**src/rtl/score_max_tracker.sv**
```systemverilog
// Online-softmax running-maximum stage: frames scores into rows of KEYS_PER_ROW
// and emits each score with the row maximum before and after it, one register stage.
module score_max_tracker #(
    parameter int INT_W        = 8,
    parameter int KEYS_PER_ROW = 4
) (
    input  logic             clk,
    input  logic             rst,
    input  logic             vld_in,
    output logic             rdy_out,
    input  logic [INT_W-1:0] s_in,
    output logic             vld_out,
    input  logic             rdy_in,
    output logic [INT_W-1:0] s_out,
    output logic [INT_W-1:0] m_new_out,
    output logic [INT_W-1:0] m_prev_out,
    output logic             first_out,
    output logic             last_out
);

    localparam int               K_W     = (KEYS_PER_ROW > 1) ? $clog2(KEYS_PER_ROW) : 1;
    localparam logic [K_W-1:0]   K_LAST  = K_W'(KEYS_PER_ROW - 1);
    localparam logic [INT_W-1:0] MIN_VAL = {1'b1, {(INT_W-1){1'b0}}};

    logic             valid_reg;
    logic [K_W-1:0]   k_reg;
    logic [INT_W-1:0] m_reg;
    logic [INT_W-1:0] s_reg;
    logic [INT_W-1:0] m_new_reg;
    logic [INT_W-1:0] m_prev_reg;
    logic             first_reg;
    logic             last_reg;

    logic             accept;
    logic             row_start;
    logic             row_end;
    logic [INT_W-1:0] m_prev_next;
    logic [INT_W-1:0] m_new_next;
    logic [K_W-1:0]   k_next;

    assign rdy_out = rdy_in || !valid_reg;
    assign accept  = vld_in && rdy_out;

    assign row_start = (k_reg == '0);
    assign row_end   = (k_reg == K_LAST);

    // m_reg is left stale across a row boundary; key 0 ignores it via MIN_VAL.
    assign m_prev_next = row_start ? MIN_VAL : m_reg;
    assign m_new_next  = ($signed(s_in) > $signed(m_prev_next)) ? s_in : m_prev_next;
    assign k_next      = row_end ? '0 : k_reg + K_W'(1);

    always_ff @(posedge clk) begin
        if (rst) begin
            valid_reg  <= 1'b0;
            k_reg      <= '0;
            m_reg      <= MIN_VAL;
            s_reg      <= '0;
            m_new_reg  <= '0;
            m_prev_reg <= '0;
            first_reg  <= 1'b0;
            last_reg   <= 1'b0;
        end else if (accept) begin
            valid_reg  <= 1'b1;
            k_reg      <= k_next;
            m_reg      <= m_new_next;
            s_reg      <= s_in;
            m_new_reg  <= m_new_next;
            m_prev_reg <= m_prev_next;
            first_reg  <= row_start;
            last_reg   <= row_end;
        end else if (rdy_in) begin
            valid_reg <= 1'b0;
        end
    end

    assign vld_out    = valid_reg;
    assign s_out      = s_reg;
    assign m_new_out  = m_new_reg;
    assign m_prev_out = m_prev_reg;
    assign first_out  = first_reg;
    assign last_out   = last_reg;

endmodule
```
**config.mk**
```make
export PLATFORM = sky130hd
export DESIGN_NAME = score_max_tracker
export DESIGN_NICKNAME = d
export VERILOG_FILES = /design/src/rtl/score_max_tracker.sv
export SDC_FILE = /design/constraint.sdc
export NUM_CORES = 1
export LEC_CHECK = 0
export CORE_ASPECT_RATIO = 0.6
export CORE_MARGIN = 1
export CORE_UTILIZATION = 50
export CTS_BUF_LIST = sky130_fd_sc_hd__clkbuf_2
export DETAILED_ROUTE_END_ITERATION = 8
export HOLD_SLACK_MARGIN = 0.1
export PLACE_DENSITY = 0.82
export SLEW_MARGIN = 20
export SYNTH_ARGS = -nofsm -noshare
export SYNTH_HDL_FRONTEND = slang
export SYNTH_SLANG_ARGS = --single-unit
```
**constraint.sdc**
```tcl
create_clock -name clk -period 3.5 [get_ports clk]
set_input_delay 0.35 -clock clk [delete_from_list [all_inputs] [get_ports clk]]
set_output_delay 0.35 -clock clk [all_outputs]
set_load 0.005 [all_outputs]
```
# Yosys cells after proc, flatten, opt, wreduce, memory -nomap -nowiden
# Cells that the tools add are included.
# word_totals
regBits	37
inputBits	12
output_inout_bits	28
# op_classes
addsub	1
order_cmp	1
eq_ne	1
n_mux	5
n_reduce_logical	5
# op_table
cell	count
2-to-1 mux 8 bit	2
greater-than comparator 8 bit	1
adder 2 x 1 -> 2 bit, second input constant	1
equality test 2 bit, second input constant	1
zero test 2 bit	1
2-to-1 mux 1 bit	2
2-to-1 mux 2 bit	1
nonzero test 2 bit	1
logical AND 1 bit	1
zero test 1 bit	1
logical OR 1 bit	1

# Depth between registers and ports, before layout
# depth
word_depth	4
depth_mapped	12
ltp_nobuf	9

# Least setup slack after synthesis
# Ideal clock, no wire load.
# synth_path
path_type	reg-to-reg
from	register k_reg[0]
to	register m_reg[0]
setup_ps	122
arrival_time_ps	2460
required_ps	3378
slack_ps	918
stages_incl_launch_ff	13
path_buffers	3
cell_sequence	dfxtp_1 inv_1 ha_1 clkbuf_1 nand2b_1 ha_1 a211oi_1 o22ai_1 o21ba_1 buf_6 or2_0 buf_6 a311o_1
# synth_via
elab_chain_len	4
# synth_lines
element	line_no	source
start: declaration	26	logic [K_W-1:0] k_reg;
start signal: assignment	64	k_reg <= k_next;
zero test 2 bit (*)	44	assign row_start = (k_reg == '0);
via row_start	35	logic row_start;
2-to-1 mux 8 bit (*)	48	assign m_prev_next = row_start ? MIN_VAL : m_reg;
greater-than comparator 8 bit	49	assign m_new_next = ($signed(s_in) > $signed(m_prev_next)) ? s_in : m_prev_next;
2-to-1 mux 8 bit (*)	49	
end signal: assignment	65	m_reg <= m_new_next;
end: declaration	27	logic [INT_W-1:0] m_reg;
# Mark *: on every way through the listed nets, which the timed path passes. The rest lies on a longest branch.
# A chain may end at the register's enable or synchronous reset.

# Final worst setup path
# Ends and elaborated chain as after synthesis.

==> metrics <==
number of distinct library cells after synthesis=28; total net switching power=0.219 mW; share of synthesized area occupied by flip-flops and latches=0.398; CTS tree=done; post-detailed-routing wire length=3940 um; part of the total power dissipated in combinational logic=0.200; full die area=3250 sq um; worst setup slack for register-to-register paths=between 0.4 and 0.5 ns; r2r worst-path depth=9; CTS Root Cell=sky130_fd_sc_hd__clkbuf_2; count of routing violations after the opening detailed-route iteration=108; Mapped Avg Cell Area=8.16 sq um; highest fanout seen on the critical path=10; startpoint kind of the worst setup timing path=flop; mux cell area share after synthesis=0; area share of and/or/nand/nor cells after synthesis=0.238; post-placement cell area=1870 sq um; area of the mapped netlist=1510 sq um; critical path endpoint category=flop; number of warnings reported in the yosys synthesis log=0; leading post-synthesis cells by cell area=sky130_fd_sc_hd__dfxtp_1 (40%), sky130_fd_sc_hd__ha_1 (8.3%), sky130_fd_sc_hd__nand2_1 (8.0%); Max H-tree Level=2; cell type with the largest total area after synthesis=sky130_fd_sc_hd__dfxtp_1; buffer levels on the longest clock path=2; share of synthesized cell area in full adder, half adder and majority cells=0.0829; count of TritonRoute iterations in the first routing pass=4; routed via count=1403; Worst path most repeated cell=sky130_fd_sc_hd__ha_1; run status=finished, final reports clean; Synth Area in Compound Gates=0.194; fraction of power spent switching nets=0.283; worst ir drop on vdd=241 uV; clock latency at the later pin of the worst-skew pair=0.37 ns; commonest non-fill, non-tap cells in the layout=sky130_fd_sc_hd__clkdlybuf4s50_1 (39), sky130_fd_sc_hd__nand2_1 (32), sky130_fd_sc_hd__dfxtp_1 (30); cell area after layout=1930 sq um; number of enable-type register cells in the synthesized netlist=0; RSZ-0062 raised after global routing=false; standard cell with the maximum stage delay on the critical path=sky130_fd_sc_hd__or2_0; Reg-to-Reg End=m_reg[0]$_SDFFE_PP0P_; synth-to-layout area growth=28.2%; vias per inst=between 5 and 6; number of placement rows=15; required time reported for the critical path endpoint=3.82 ns; TritonCTS Sinks=30; static power due to leakage=0.720 nW; leading cell type in the layout, fill and taps excluded=sky130_fd_sc_hd__clkdlybuf4s50_1; dominant combinational cell family by area after synthesis=simple AND/OR/NAND/NOR gates; reg-to-reg critical path startpoint=k_reg[0]$_SDFFE_PP0P_; first-pass GRT wire length=6070 um; share of total power in the clock network=0.316; diode count=0; most frequently used flop master after synthesis=sky130_fd_sc_hd__dfxtp_1; Slew @ Worst Pin=0.617 ns; fraction of the cycle the final worst path needs=0.862; Critical Path, Cell by Cell=inv_1 -> ha_1 -> nor2_1 -> ha_1 -> nand4_2 -> o22ai_1 -> o21ba_1 -> or2_0 -> a311o_1; max incr delay on CP=0.50 ns; wire length per cell=between 15 and 20 um; via count of the first global-routing pass=1255; number of instances in the synthesized netlist=185; clock period minus worst slack=3.02 ns; capturing element of the worst setup path=m_reg[0]$_SDFFE_PP0P_; Hold Path Origin=s_out[1]$_SDFFE_PP0P_; share of layout cells above drive strength 1=0.0917; Die Width=72.9 um; post-route setup TNS=0 ns; Port-buffer cells=39; Pwr per Cell Area=between 400 and 500 nW/um^2; internal power component=0.555 mW; Max Cap Viol=0; placer's final routability congestion estimate=0.895; CTS resizes=0; detailed-route DRC error count=0; initial cell density of the core=0.525; CTS Buf Count=5; buffers inserted during post-CTS setup optimization=0; area share of xor/xnor cells in the synthesized design=0; share of power burned in registers=0.484; share of Yosys cell area claimed by the top area cell type=0.398; Clock Skews=0.0147 ns; maximum operating frequency=331 MHz; antenna violations before repair=0; post-detailed-placement half-perimeter wirelength=2810 um; asr flop ratio synth=0; Post-CTS Hold Buffers=0; Congestion Overflow GR=0; pin count of the biggest net entering global routing=29; class of the most critical setup path=flop to flop; class of the most critical hold timing path=flop to flop; Final setup violation count=0; max-slew violation total from the final report=0; Max-Slew Margin vs Limit=0.589; # nets final=239; number of top-level pins=40; number of nets in the synthesized netlist=around 210; critical path startpoint=k_reg[0]$_SDFFE_PP0P_; Reg clk slew, reported paths=0.17 ns; global router's overall resource usage=0.258; Die Y=about 45 um; arrival time worst endpoint=3.34 ns; final number of hold-violating endpoints=0; area of the core=2870 sq um; number of nets still failing antenna checks after routing=0; #FFs+latches synth=30
==> kinds of logic (layout without fill, tap and decap cells) <==
family          count (synthesis)  after routing
fa+ha+maj                      10             10
buf+inv                        24             57
simple gates                   75             75
compound gates                 46             46
flops                          30             30
==> cells in the mapped netlist (2+ instances only) <==
library cell,n
sky130_fd_sc_hd__or2_2,6
sky130_fd_sc_hd__a21oi_1,22
sky130_fd_sc_hd__and2_1,2
sky130_fd_sc_hd__nand2_1,32
sky130_fd_sc_hd__buf_4,7
sky130_fd_sc_hd__nor4b_1,2
sky130_fd_sc_hd__clkbuf_1,8
sky130_fd_sc_hd__buf_6,2
sky130_fd_sc_hd__a211oi_1,3
sky130_fd_sc_hd__ha_1,10
sky130_fd_sc_hd__inv_1,7
sky130_fd_sc_hd__o22ai_1,2
sky130_fd_sc_hd__dfxtp_1,30
sky130_fd_sc_hd__o211ai_1,14
sky130_fd_sc_hd__nor2_1,17
sky130_fd_sc_hd__nor3_1,3
sky130_fd_sc_hd__nand2b_1,7
==> area by class of cell <==
cell class	count	area [sq um]
fill	252	937
timing repair buffer	42	413
sequential	30	601
clock buffer	5	25.0
tap	42	52.6
clock inverter	3	40.0
inverter	7	26.3
multi-input combinational	131	777
==> per-stage QoR <==
step / worst slack [ns] / hold slack (ns) / total power [mW] / utilization / instances
finish: 0.482 / 0.472 / 0.774 / 0.674 / 260
global route: 0.366 / 0.495 / 0.807 / 0.674 / 260
CTS: 0.553 / 0.475 / 0.777 / 0.674 / 260
detailed placement: 0.599 / 0.454 / 0.534 / 0.651 / 252
global placement: 0.720 / 0.443 / 0.526 / 0.651 / 252
floorplan: 0.918 / 0.453 / 0.470 / - / 185
==> worst max-delay path: cells and delay by family (launching register included) <==
family                     cells  cell delay (ns)
AOI/OAI and AO/OA              3             0.94
DFF                            1             0.37
buffers and inverters          1             0.07
and+or+nand+nor                3             0.84
adders and majority gates      2             0.77
==> worst min path at each step <==
| stage | endpoint | depth (start not counted) |
|---|---|---|
| 6_report | s_out[1]$_SDFFE_PP0P_ | 2 |
| 3_3_place_gp | s_out[2]$_SDFFE_PP0P_ | 2 |
| 5_1_grt | s_out[2]$_SDFFE_PP0P_ | 2 |
| 4_1_cts | s_out[1]$_SDFFE_PP0P_ | 2 |
| 3_5_place_dp | s_out[5]$_SDFFE_PP0P_ | 2 |
| 2_1_floorplan | first_out$_SDFFE_PP0P_ | 2 |
==> power groups by stage <==
stage / logic, mW / clock network, mW / registers, mW
5_1_grt: 0.168 / 0.261 / 0.377
3_3_place_gp: 0.146 / 0 / 0.380
2_1_floorplan: 0.0904 / 0 / 0.380
3_5_place_dp: 0.152 / 0 / 0.382
6_report: 0.155 / 0.244 / 0.375
4_1_cts: 0.153 / 0.249 / 0.375
==> layer usage <==
metal	track usage	up-vias	wire, um
li1	-	695	-
met1	0.347	643	1870
met2	0.409	56	1760
met3	0.0661	9	242
met4	0.0824	0	63
met5	0	-	0
Power figures use the tool's default switching activity.
